--- src/rtl/nfc_cmd_addr_latch.sv ---
// nfc_cmd_addr_latch: NAND command/address latch cycle generator.
// Takes one descriptor (opcode, address bytes, optional second opcode, way)
// and emits the 4-phase-per-clock CE/CLE/ALE/WE/RE/DQ words for the PHY.
// Optional build macro NFC_CMD_RB_WAIT_EN adds a tWB delay plus an R/B wait
// before the completion pulse.
module nfc_cmd_addr_latch #(
    parameter int NumberOfWays  = 4,
    parameter int MaxAddrBytes  = 5,
    parameter int CESetupCycles = 2,
    parameter int HoldCycles    = 2,
    parameter int TwbCycles     = 10
) (
    input  logic                              iSystemClock,
    input  logic                              iModuleReset,
    input  logic                              iCmd_Valid,
    output logic                              oCmd_Ready,
    input  logic [7:0]                        iCmd_Opcode,
    input  logic [8*MaxAddrBytes-1:0]         iCmd_Addr,
    input  logic [2:0]                        iCmd_AddrCount,
    input  logic                              iCmd_HasSecond,
    input  logic [7:0]                        iCmd_Opcode2,
    input  logic [$clog2(NumberOfWays)-1:0]   iCmd_TargetID,
    output logic                              oDone,
    output logic [2*NumberOfWays-1:0]         oACG_PHY_ChipEnable,
    output logic [3:0]                        oACG_PHY_WriteEnable,
    output logic [3:0]                        oACG_PHY_ReadEnable,
    output logic [3:0]                        oACG_PHY_CommandLatchEnable,
    output logic [3:0]                        oACG_PHY_AddressLatchEnable,
    output logic [31:0]                       oACG_PHY_DQ,
    output logic                              oACG_PHY_DQOutEnable,
    output logic                              oACG_PHY_DQSOutEnable,
    output logic [7:0]                        oACG_PHY_DQStrobe,
    input  logic [NumberOfWays-1:0]           iPHY_ACG_ReadyBusy
);
    localparam int TW = $clog2(NumberOfWays);

    typedef enum logic [3:0] {
        IDLE, CE_SETUP, CMD1_LO, CMD1_HI, ADDR_LO, ADDR_HI,
        CMD2_LO, CMD2_HI, HOLD, DONE
`ifdef NFC_CMD_RB_WAIT_EN
        , WAIT_TWB, WAIT_RB
`endif
    } state_t;

    state_t state, stateNext;
    logic [7:0] cycCnt;
    logic [2:0] addrIdx, addrIdxNext;
    logic       accept;

    // Latched descriptor; inputs are ignored after accept
    logic [7:0]                   opcode, opcode2;
    logic [MaxAddrBytes-1:0][7:0] addrReg;
    logic [2:0]                   addrCnt;
    logic                         hasSecond;
    logic [TW-1:0]                tgt, tgtNext;

    // Values the output registers take at the next edge
    logic [2*NumberOfWays-1:0] ceNext;
    logic [3:0]                weNext, cleNext, aleNext;
    logic [7:0]                dqByteNext;
    logic                      oeNext, doneNext, readyNext;

`ifdef NFC_CMD_RB_WAIT_EN
    logic rbReady;
    assign rbReady = iPHY_ACG_ReadyBusy[tgt];
`else
    logic unusedSink;
    assign unusedSink = ^{iPHY_ACG_ReadyBusy, 32'(TwbCycles)};
`endif

    // Constant pins: RE never toggles, no DQS drive for command/address cycles
    assign oACG_PHY_ReadEnable   = 4'hF;
    assign oACG_PHY_DQSOutEnable = 1'b0;
    assign oACG_PHY_DQStrobe     = 8'h00;

    // State register, phase counter and byte index
    always_ff @(posedge iSystemClock or posedge iModuleReset) begin
        if (iModuleReset) begin
            state   <= IDLE;
            cycCnt  <= '0;
            addrIdx <= '0;
        end else begin
            state   <= stateNext;
            cycCnt  <= (stateNext != state) ? 8'd0 : cycCnt + 8'd1;
            addrIdx <= addrIdxNext;
        end
    end

    // Descriptor capture at accept; address count clamped to the slot limit
    always_ff @(posedge iSystemClock or posedge iModuleReset) begin
        if (iModuleReset) begin
            opcode    <= '0;
            opcode2   <= '0;
            addrReg   <= '0;
            addrCnt   <= '0;
            hasSecond <= 1'b0;
            tgt       <= '0;
        end else if (accept) begin
            opcode    <= iCmd_Opcode;
            opcode2   <= iCmd_Opcode2;
            addrReg   <= iCmd_Addr;
            addrCnt   <= (iCmd_AddrCount > 3'(MaxAddrBytes)) ? 3'(MaxAddrBytes)
                                                             : iCmd_AddrCount;
            hasSecond <= iCmd_HasSecond;
            tgt       <= iCmd_TargetID;
        end
    end

    // Next-state sequencing and decode of the next cycle's pin values
    always_comb begin
        stateNext   = state;
        addrIdxNext = addrIdx;
        accept      = 1'b0;
        case (state)
            IDLE: if (iCmd_Valid) begin
                accept    = 1'b1;
                stateNext = CE_SETUP;
            end
            CE_SETUP: if (cycCnt == 8'(CESetupCycles - 1)) stateNext = CMD1_LO;
            CMD1_LO:  stateNext = CMD1_HI;
            CMD1_HI: begin
                if (addrCnt != 3'd0)  stateNext = ADDR_LO;
                else if (hasSecond)   stateNext = CMD2_LO;
                else                  stateNext = HOLD;
            end
            ADDR_LO:  stateNext = ADDR_HI;
            ADDR_HI: begin
                if (addrIdx == addrCnt - 3'd1)
                    stateNext = hasSecond ? CMD2_LO : HOLD;
                else begin
                    stateNext   = ADDR_LO;
                    addrIdxNext = addrIdx + 3'd1;
                end
            end
            CMD2_LO:  stateNext = CMD2_HI;
            CMD2_HI:  stateNext = HOLD;
`ifdef NFC_CMD_RB_WAIT_EN
            HOLD:     if (cycCnt == 8'(HoldCycles - 1)) stateNext = WAIT_TWB;
            WAIT_TWB: if (cycCnt == 8'(TwbCycles - 1))  stateNext = WAIT_RB;
            WAIT_RB:  if (rbReady) stateNext = DONE;
`else
            HOLD:     if (cycCnt == 8'(HoldCycles - 1)) stateNext = DONE;
`endif
            DONE:     stateNext = IDLE;
            default:  stateNext = IDLE;
        endcase
        if (accept) addrIdxNext = '0;

        tgtNext    = accept ? iCmd_TargetID : tgt;
        ceNext     = '0;
        weNext     = 4'hF;
        cleNext    = 4'h0;
        aleNext    = 4'h0;
        dqByteNext = 8'h00;
        oeNext     = 1'b0;
        doneNext   = (stateNext == DONE);
        readyNext  = (stateNext == IDLE);

        if (stateNext != IDLE && stateNext != DONE)
            ceNext[2*tgtNext +: 2] = 2'b11;

        case (stateNext)
            CMD1_LO, CMD1_HI: begin
                dqByteNext = opcode;
                cleNext    = 4'hF;
                oeNext     = 1'b1;
            end
            ADDR_LO, ADDR_HI: begin
                dqByteNext = addrReg[addrIdxNext];
                aleNext    = 4'hF;
                oeNext     = 1'b1;
            end
            CMD2_LO, CMD2_HI: begin
                dqByteNext = opcode2;
                cleNext    = 4'hF;
                oeNext     = 1'b1;
            end
            default: ;
        endcase
        if (stateNext == CMD1_LO || stateNext == ADDR_LO || stateNext == CMD2_LO)
            weNext = 4'h0;
    end

    // Output registers; reset drives the idle pin levels immediately
    always_ff @(posedge iSystemClock or posedge iModuleReset) begin
        if (iModuleReset) begin
            oCmd_Ready                  <= 1'b1;
            oDone                       <= 1'b0;
            oACG_PHY_ChipEnable         <= '0;
            oACG_PHY_WriteEnable        <= 4'hF;
            oACG_PHY_CommandLatchEnable <= 4'h0;
            oACG_PHY_AddressLatchEnable <= 4'h0;
            oACG_PHY_DQ                 <= 32'h0;
            oACG_PHY_DQOutEnable        <= 1'b0;
        end else begin
            oCmd_Ready                  <= readyNext;
            oDone                       <= doneNext;
            oACG_PHY_ChipEnable         <= ceNext;
            oACG_PHY_WriteEnable        <= weNext;
            oACG_PHY_CommandLatchEnable <= cleNext;
            oACG_PHY_AddressLatchEnable <= aleNext;
            oACG_PHY_DQ                 <= {4{dqByteNext}};
            oACG_PHY_DQOutEnable        <= oeNext;
        end
    end

endmodule

--- config.mk ---
export PLATFORM = sky130hd
export DESIGN_NAME = nfc_cmd_addr_latch
export DESIGN_NICKNAME = d
export VERILOG_FILES = /design/src/rtl/nfc_cmd_addr_latch.sv
export SDC_FILE = /design/constraint.sdc
export NUM_CORES = 1
export LEC_CHECK = 0
export CORE_MARGIN = 2
export CORE_UTILIZATION = 40
export DETAILED_ROUTE_END_ITERATION = 7
export DONT_BUFFER_PORTS = 1
export GPL_ROUTABILITY_DRIVEN = 0
export HOLD_SLACK_MARGIN = 0.12
export PLACE_DENSITY = 0.58
export SLEW_MARGIN = 0
export SYNTH_ARGS = -nofsm -noshare
export SYNTH_HDL_FRONTEND = slang
export SYNTH_SLANG_ARGS = --single-unit
--- constraint.sdc ---
create_clock -name iSystemClock -period 2.81 [get_ports iSystemClock]
set_input_delay 0.562 -clock iSystemClock [delete_from_list [all_inputs] [get_ports iSystemClock]]
set_output_delay 0.562 -clock iSystemClock [all_outputs]
set_load 0.005 [all_outputs]
==> run_results.csv, run 1 <==
group,metric,value,unit
run_status,run_status,"completed",
power_and_ir_drop,p_comb_frac,0.461,
synthesis,synth_area_leaders,"dfrtp_1 48%, nand2_1 12%, buf_4 7.8%",
cells_and_area,drive_gt1_frac,0.145,
floorplanning,die_h,114,um
setup_path,criticalPathCategory,"reg2reg",
drt,wl_met2,5.17,mm
synthesis,ys.warnings.count,0,
synthesis,yosysTopAreaCell,"dfrtp_1",
floorplanning,io_pins,137,
synthesis,async_flop_share,1.00,
drt,drtIter0Drc,239,
global_routing,grt_pass1_vias,3225,
timing,fin_skew,0.00721,ns
global_routing,antenna_found_initial,0,
synthesis,syn_area_per_cell,9.33,sq um
setup_path,required,3.06,ns
cells_and_area,diodes,0,
power_and_ir_drop,power_frac_clock,0.185,
floorplanning,num_rows,40,
place,dp_hpwl,7.46,mm
global_routing,grt_pass1_wl,16.9,mm
synthesis,netlist_instances,515,
setup_path,crit_slowest_cell,"or4_4",
floorplanning,start_util,0.405,
place,dp.cells,619,
timing,finalMaxSlewViolations,0,
clock_network,cts_hold_buffers,0,
setup_path,startpoint_type,"flop",
synthesis,yosysUniqueCellTypes,55,
timing,setup_violations,0,
clock_network,clock_sinks,95,
timing,period_share,0.955,
timing,relSlewSlack,0.581,
setup_path,cp.buffers_inverters,2,
cells_and_area,final_area,0.00515,sq mm
drt,top_layer,"met4",
power_and_ir_drop,switchingPower,2.61,mW
timing,setup_tns,0,ns
synthesis,synth_edf_count,0,
clock_network,h-tree-depth,3,
floorplanning,die_x,114,um
floorplanning,design.die.area,0.0129,sq mm
setup_path,cp_max_fo,8,
place,postPlaceCellArea,0.00474,sq mm
cells_and_area,final_cells,637,
clock_network,clk_latency,0.34,ns
drt,wire_per_inst,16.8,um
synthesis,yosysSeqAreaShare,0.495,
setup_path,timing.rr.start,"addrCnt[0]",
clock_network,cts_root_buffer,"clkbuf_16",
cells_and_area,synthToLayoutAreaGrowth,7.32,%
place,port_buffers,0,
clock_network,clkTransAtPathRegs,0.06,ns
timing,period_needed,2.68,ns
setup_path,path_common_cell,"ha_4",
timing,grt_setup_unrepaired,"false",
drt,drc,0,
setup_path,regToRegSetupSlack,0.13,ns
drt,vias,3322,
power_and_ir_drop,p_int,3.95,mW
drt,ant_nets,0,
cells_and_area,post-route-util,0.435,
synthesis,netlist_area,0.00480,sq mm
power_and_ir_drop,power_leakage,2.43,nW
drt,via_per_inst,5.22,
synthesis,synth_seq_cells,95,
setup_path,path_delay_family,"simple AND/OR/NAND/NOR gates",
power_and_ir_drop,p_per_area,1270,mW/mm^2
cells_and_area,layout.nets,560,
timing,tightest_slew,0.628,ns
global_routing,grt_max_degree,57,
power_and_ir_drop,netSwitchingFraction,0.398,
drt,wirelength,10.7,mm
drt,dr.pass1.iters,4,
power_and_ir_drop,seqPwrFrac,0.355,
hold_path,min_path_type,"in2async",
setup_path,cp-end-kind,"flop",
global_routing,grt_usage,0.169,
timing,hold_viol_final,0,
clock_network,cts_made_buffers,9,
drt,dr_wl_met3,512,um
power_and_ir_drop,max-vdd-ir-drop,0.366,mV
floorplanning,core,0.0119,sq mm
timing,max_freq,0.373,GHz
setup_path,max_stage_delay,0.57,ns
clock_network,clockBufferDepth,2,
run,cap_violations,0,
synthesis,synth_top_area_share,0.485,
power_and_ir_drop,total_power,6.56,mW
global_routing,overflow,0,
synthesis,synth_flop_cell,"dfrtp_1",
clock_network,cts_tree,"done",
setup_path,crit_chain,"inv_2 > ha_4 > ha_4 > xor2_2 > and4_4 > or4_4 > clkbuf_16 > a211oi_4 > nand3b_4 > o221ai_1",
setup_path,critPathLaunch,"addrCnt[0]",
setup_path,cp.arrival,2.93,ns
drt,met1Wirelength,4.91,mm
[flip-flops by register name, indices dropped and copies added (netlist names), 2 cells and up]
signal               flops
addrCnt                  3
opcode2                  8
cycCnt                   8
oACG_PHY_ChipEnable      4
addrReg                 40
addrIdx                  3
tgt                      2
oACG_PHY_DQ              8
state                    4
opcode                   8
[Yosys cell counts, drive strengths merged (6+ instances only)]
| cell | n |
|---|---|
| and3 | 11 |
| inv | 17 |
| clkbuf | 21 |
| o211ai | 8 |
| xor2 | 7 |
| a32oi | 9 |
| nand2 | 158 |
| buf | 59 |
| a21boi | 9 |
| nor2 | 16 |
| dfrtp | 93 |
| o31ai | 9 |
| o221ai | 8 |
| o21ai | 15 |
| o41ai | 9 |
| nor4 | 6 |
[routing by layer]
metal / vias up / GRT usage
li1: 1621 / -
met1: 1604 / 0.226
met2: 87 / 0.270
met3: 10 / 0.0425
met4: 0 / 0.0545
met5: - / 0
[final timing paths]
path,end,cells after the start
worst max-delay path,oACG_PHY_DQ[30],10
worst min-delay path,oACG_PHY_AddressLatchEnable[2],1
worst max register to register,oACG_PHY_DQ[30],10
worst min register to register,addrReg[38],2
max in group asynchronous,opcode[7],2
min in group iSystemClock,addrReg[3],2
[cell type report]
cell class	instances	area [sq um]
Fill cell	1172	6710
Inverter	17	67.6
Timing Repair Buffer	29	273
Sequential cell	95	2380
Tap cell	147	184
Clock buffer	13	250
Multi-Input combinational cell	334	1970
Clock inverter	2	35.0
[what timing repair did]
| item | in CTS | in global routing |
|---|---|---|
| setup buffers | 0 | 1 |
| cloned | 0 | 2 |
| gates resized for setup | 3 | 11 |
| pin swaps | 0 | 4 |
| endpoints found under the setup margin | 3 | 8 |
[power groups by stage]
stage                     registers, mW  logic (mW)  clock network (mW)
after floorplan                    2.20        2.23                   0
after global placement             2.34        2.64                   0
after detailed placement           2.35        2.72                   0
after CTS                          2.33        2.78                1.24
after global routing               2.41        3.37                1.29
final                              2.33        3.02                1.21
[metrics by stage]
stage | worst slack (ns) | hold WS (ns)
global placement | 0.0514 | 0.447
CTS | 0.00897 | 0.171
global route | 0.00826 | 0.198
detailed placement | -0.0199 | 0.452
floorplan | 0.00419 | 0.432
finish | 0.126 | 0.156
[cells in the final DEF, fill, tap and decap left out, types with 4 or more instances in the layout]
| cell | count |
|---|---|
| o31ai_1 | 5 |
| o21ai_0 | 13 |
| o221ai_1 | 8 |
| nand2_1 | 158 |
| nor4_1 | 5 |
| a21boi_0 | 9 |
| xnor2_1 | 5 |
| conb_1 | 13 |
| nor2_1 | 16 |
| o41ai_1 | 9 |
| xor2_1 | 5 |
| dfrtp_1 | 93 |
| inv_1 | 14 |
| clkbuf_16 | 11 |
| and3_1 | 10 |
| buf_4 | 25 |
| o211ai_1 | 8 |
| a32oi_1 | 9 |
| o31ai_2 | 4 |
[cells by family after synthesis]
logic type,Yosys count,share of synthesized area
other,2,0.00156
and+or+nand+nor,221,0.212
AOI/OAI and AO/OA,80,0.127
buffers and inverters,97,0.121
muxes,3,0.00625
xor gates and xnor gates,12,0.0234
adders and majority gates,5,0.0130
DFF,95,0.495
Power figures use the tool's default switching activity.
==> run 2: changes to the inputs <==
--- a/config.mk
+++ b/config.mk
@@ -7,6 +7,7 @@
 export LEC_CHECK = 0
 export CORE_MARGIN = 2
 export CORE_UTILIZATION = 40
+export CTS_CLUSTER_SIZE = 8
 export DETAILED_ROUTE_END_ITERATION = 7
 export DONT_BUFFER_PORTS = 1
 export GPL_ROUTABILITY_DRIVEN = 0
==> results of run 2 <==
Final layout, timing and power as in run 1 (identical DEF).
==> run 3: changes to the inputs <==
==> constraint.sdc (replaced) <==
create_clock -name iSystemClock -period 2.2 [get_ports iSystemClock]
set_input_delay 0.44 -clock iSystemClock [delete_from_list [all_inputs] [get_ports iSystemClock]]
set_output_delay 0.44 -clock iSystemClock [all_outputs]
set_load 0.005 [all_outputs]
==> run_results.csv, run 3 (synthesis results as in run 1) <==
group,metric,value,unit
floorplanning,io_pins,137,
setup_path,required,2.48,ns
power_and_ir_drop,seqPwrFrac,0.319,
clock_network,clkTransAtPathRegs,0.07,ns
drt,wire_per_inst,16.8,um
timing,tightest_slew,0.582,ns
drt,drtIter0Drc,203,
run,cap_violations,0,
clock_network,clk_latency,0.36,ns
run_status,run_status,"finished with violations",
setup_path,startpoint_type,"flop",
timing,period_needed,2.51,ns
run_status,violations,"negative setup slack",
power_and_ir_drop,p_int,5.53,mW
timing,max_freq,0.399,GHz
power_and_ir_drop,power_frac_clock,0.176,
setup_path,regToRegSetupSlack,-0.31,ns
place,postPlaceCellArea,0.00500,sq mm
clock_network,h-tree-depth,3,
cells_and_area,drive_gt1_frac,0.242,
timing,grt_setup_unrepaired,"true",
drt,wirelength,11.3,mm
setup_path,timing.rr.start,"addrCnt[0]",
global_routing,antenna_found_initial,0,
setup_path,cp_max_fo,6,
global_routing,grt_max_degree,45,
cells_and_area,final_area,0.00561,sq mm
cells_and_area,layout.nets,593,
global_routing,overflow,0,
timing,hold_viol_final,0,
setup_path,cp-end-kind,"flop",
cells_and_area,diodes,0,
floorplanning,die_x,114,um
hold_path,min_from,"iCmd_Opcode[2]",
power_and_ir_drop,p_per_area,1650,mW/mm^2
cells_and_area,synthToLayoutAreaGrowth,16.8,%
power_and_ir_drop,total_power,9.24,mW
timing,setup_violations,22,
power_and_ir_drop,switchingPower,3.72,mW
place,dp.cells,642,
setup_path,crit_chain,"inv_2 > ha_4 > ha_4 > xor2_4 > and4_4 > or4_4 > o211ai_1 > o31ai_4 > o221ai_1",
floorplanning,core,0.0119,sq mm
clock_network,cts_tree,"done",
timing,period_share,1.14,
clock_network,clock_sinks,95,
hold_path,min_path_type,"in2reg",
power_and_ir_drop,netSwitchingFraction,0.402,
timing,fin_skew,0.00986,ns
clock_network,cts_root_buffer,"clkbuf_16",
setup_path,critPathLaunch,"addrCnt[0]",
timing,relSlewSlack,0.611,
setup_path,path_delay_family,"simple AND/OR/NAND/NOR gates",
drt,ant_nets,0,
global_routing,grt_usage,0.184,
power_and_ir_drop,max-vdd-ir-drop,0.583,mV
cells_and_area,final_common_cell,"nand2_1",
floorplanning,design.die.area,0.0129,sq mm
timing,finalMaxSlewViolations,0,
floorplanning,num_rows,40,
clock_network,cts_made_buffers,9,
drt,via_per_inst,5.25,
setup_path,max_stage_delay,0.61,ns
floorplanning,die_h,114,um
drt,vias,3524,
global_routing,grt_pass1_vias,3563,
power_and_ir_drop,power_leakage,2.64,nW
global_routing,grt_pass1_wl,18.2,mm
setup_path,crit_slowest_cell,"or4_4",
setup_path,path_common_cell,"ha_4",
setup_path,cp.arrival,2.78,ns
cells_and_area,mostFrequentLayoutCells,"158 x nand2_1, 93 x dfrtp_1, 48 x buf_4",
clock_network,clockBufferDepth,2,
setup_path,cp.buffers_inverters,1,
timing,setup_tns,-3.02,ns
cells_and_area,top_register,"addrReg",
setup_path,criticalPathCategory,"reg2reg",
drt,drc,0,
cells_and_area,largest_register_ffs,40,
place,dp_hpwl,7.90,mm
drt,dr.pass1.iters,6,
floorplanning,start_util,0.405,
place,port_buffers,0,
power_and_ir_drop,p_comb_frac,0.505,
timing,setup_slack,-0.309,ns
cells_and_area,final_cells,671,
cells_and_area,n_fill_cell,1136,
[run 3: path summary, 6_finish.rpt]
kind,endpoint,cells after the start
max,oACG_PHY_DQ[25],9
min,opcode[2],2
max reg2reg,oACG_PHY_DQ[25],9
min reg2reg,addrReg[1],2
max in group asynchronous,addrReg[2],3
min in group asynchronous,addrCnt[2],2
[run 3: power groups by stage]
stage	clock (mW)	combinational (mW)	sequential, mW
2_1_floorplan	0	3.02	2.82
3_3_place_gp	0	3.76	2.97
3_5_place_dp	0	3.85	2.99
4_1_cts	1.67	4.39	2.95
5_1_grt	1.75	5.13	3.04
6_report	1.63	4.67	2.95
[run 3: cell type report]
cell class	count	area, sq um	share of cell area
clock buffer	9	225	0.0401
clock inverter	7	86.3	0.0154
inverter	17	67.6	0.0120
multi-input combinational	337	2160	0.385
sequential	95	2380	0.424
tap	147	184	0.0328
timing repair buffer	59	509	0.0908
[run 3: worst reg2reg max path, stage by stage, from the launching register on]
cell	delay, ns
dfrtp_1	0.39
inv_2	0.08
ha_4	0.13
ha_4	0.21
xor2_4	0.17
and4_4	0.20
or4_4	0.61
o211ai_1	0.32
o31ai_4	0.13
o221ai_1	0.19
[run 3: timing repair]
item,in CTS,in global routing
buffers inserted,4,4
resized for setup,31,19
endpoints found under the hold margin,21,0
hold buffers,1,0
gates cloned,4,0
pin swaps,11,9
setup endpoints to repair,23,26
[run 3: stage by stage]
step | utilization | setup slack (ns) | hold slack (ns)
3_3_place_gp | 0.422 | -0.448 | 0.393
2_1_floorplan | - | -0.437 | 0.432
6_report | 0.473 | -0.309 | 0.182
4_1_cts | 0.464 | -0.299 | 0.169
3_5_place_dp | 0.422 | -0.448 | 0.402
5_1_grt | 0.473 | -0.397 | 0.174
[run 3: metal layers]
metal / track usage / up-vias / share of wire
li1: - / 1698 / -
met1: 0.234 / 1734 / 0.44
met2: 0.303 / 75 / 0.50
met3: 0.0377 / 17 / 0.037
met4: 0.0821 / 0 / 0.023
met5: 0 / - / 0
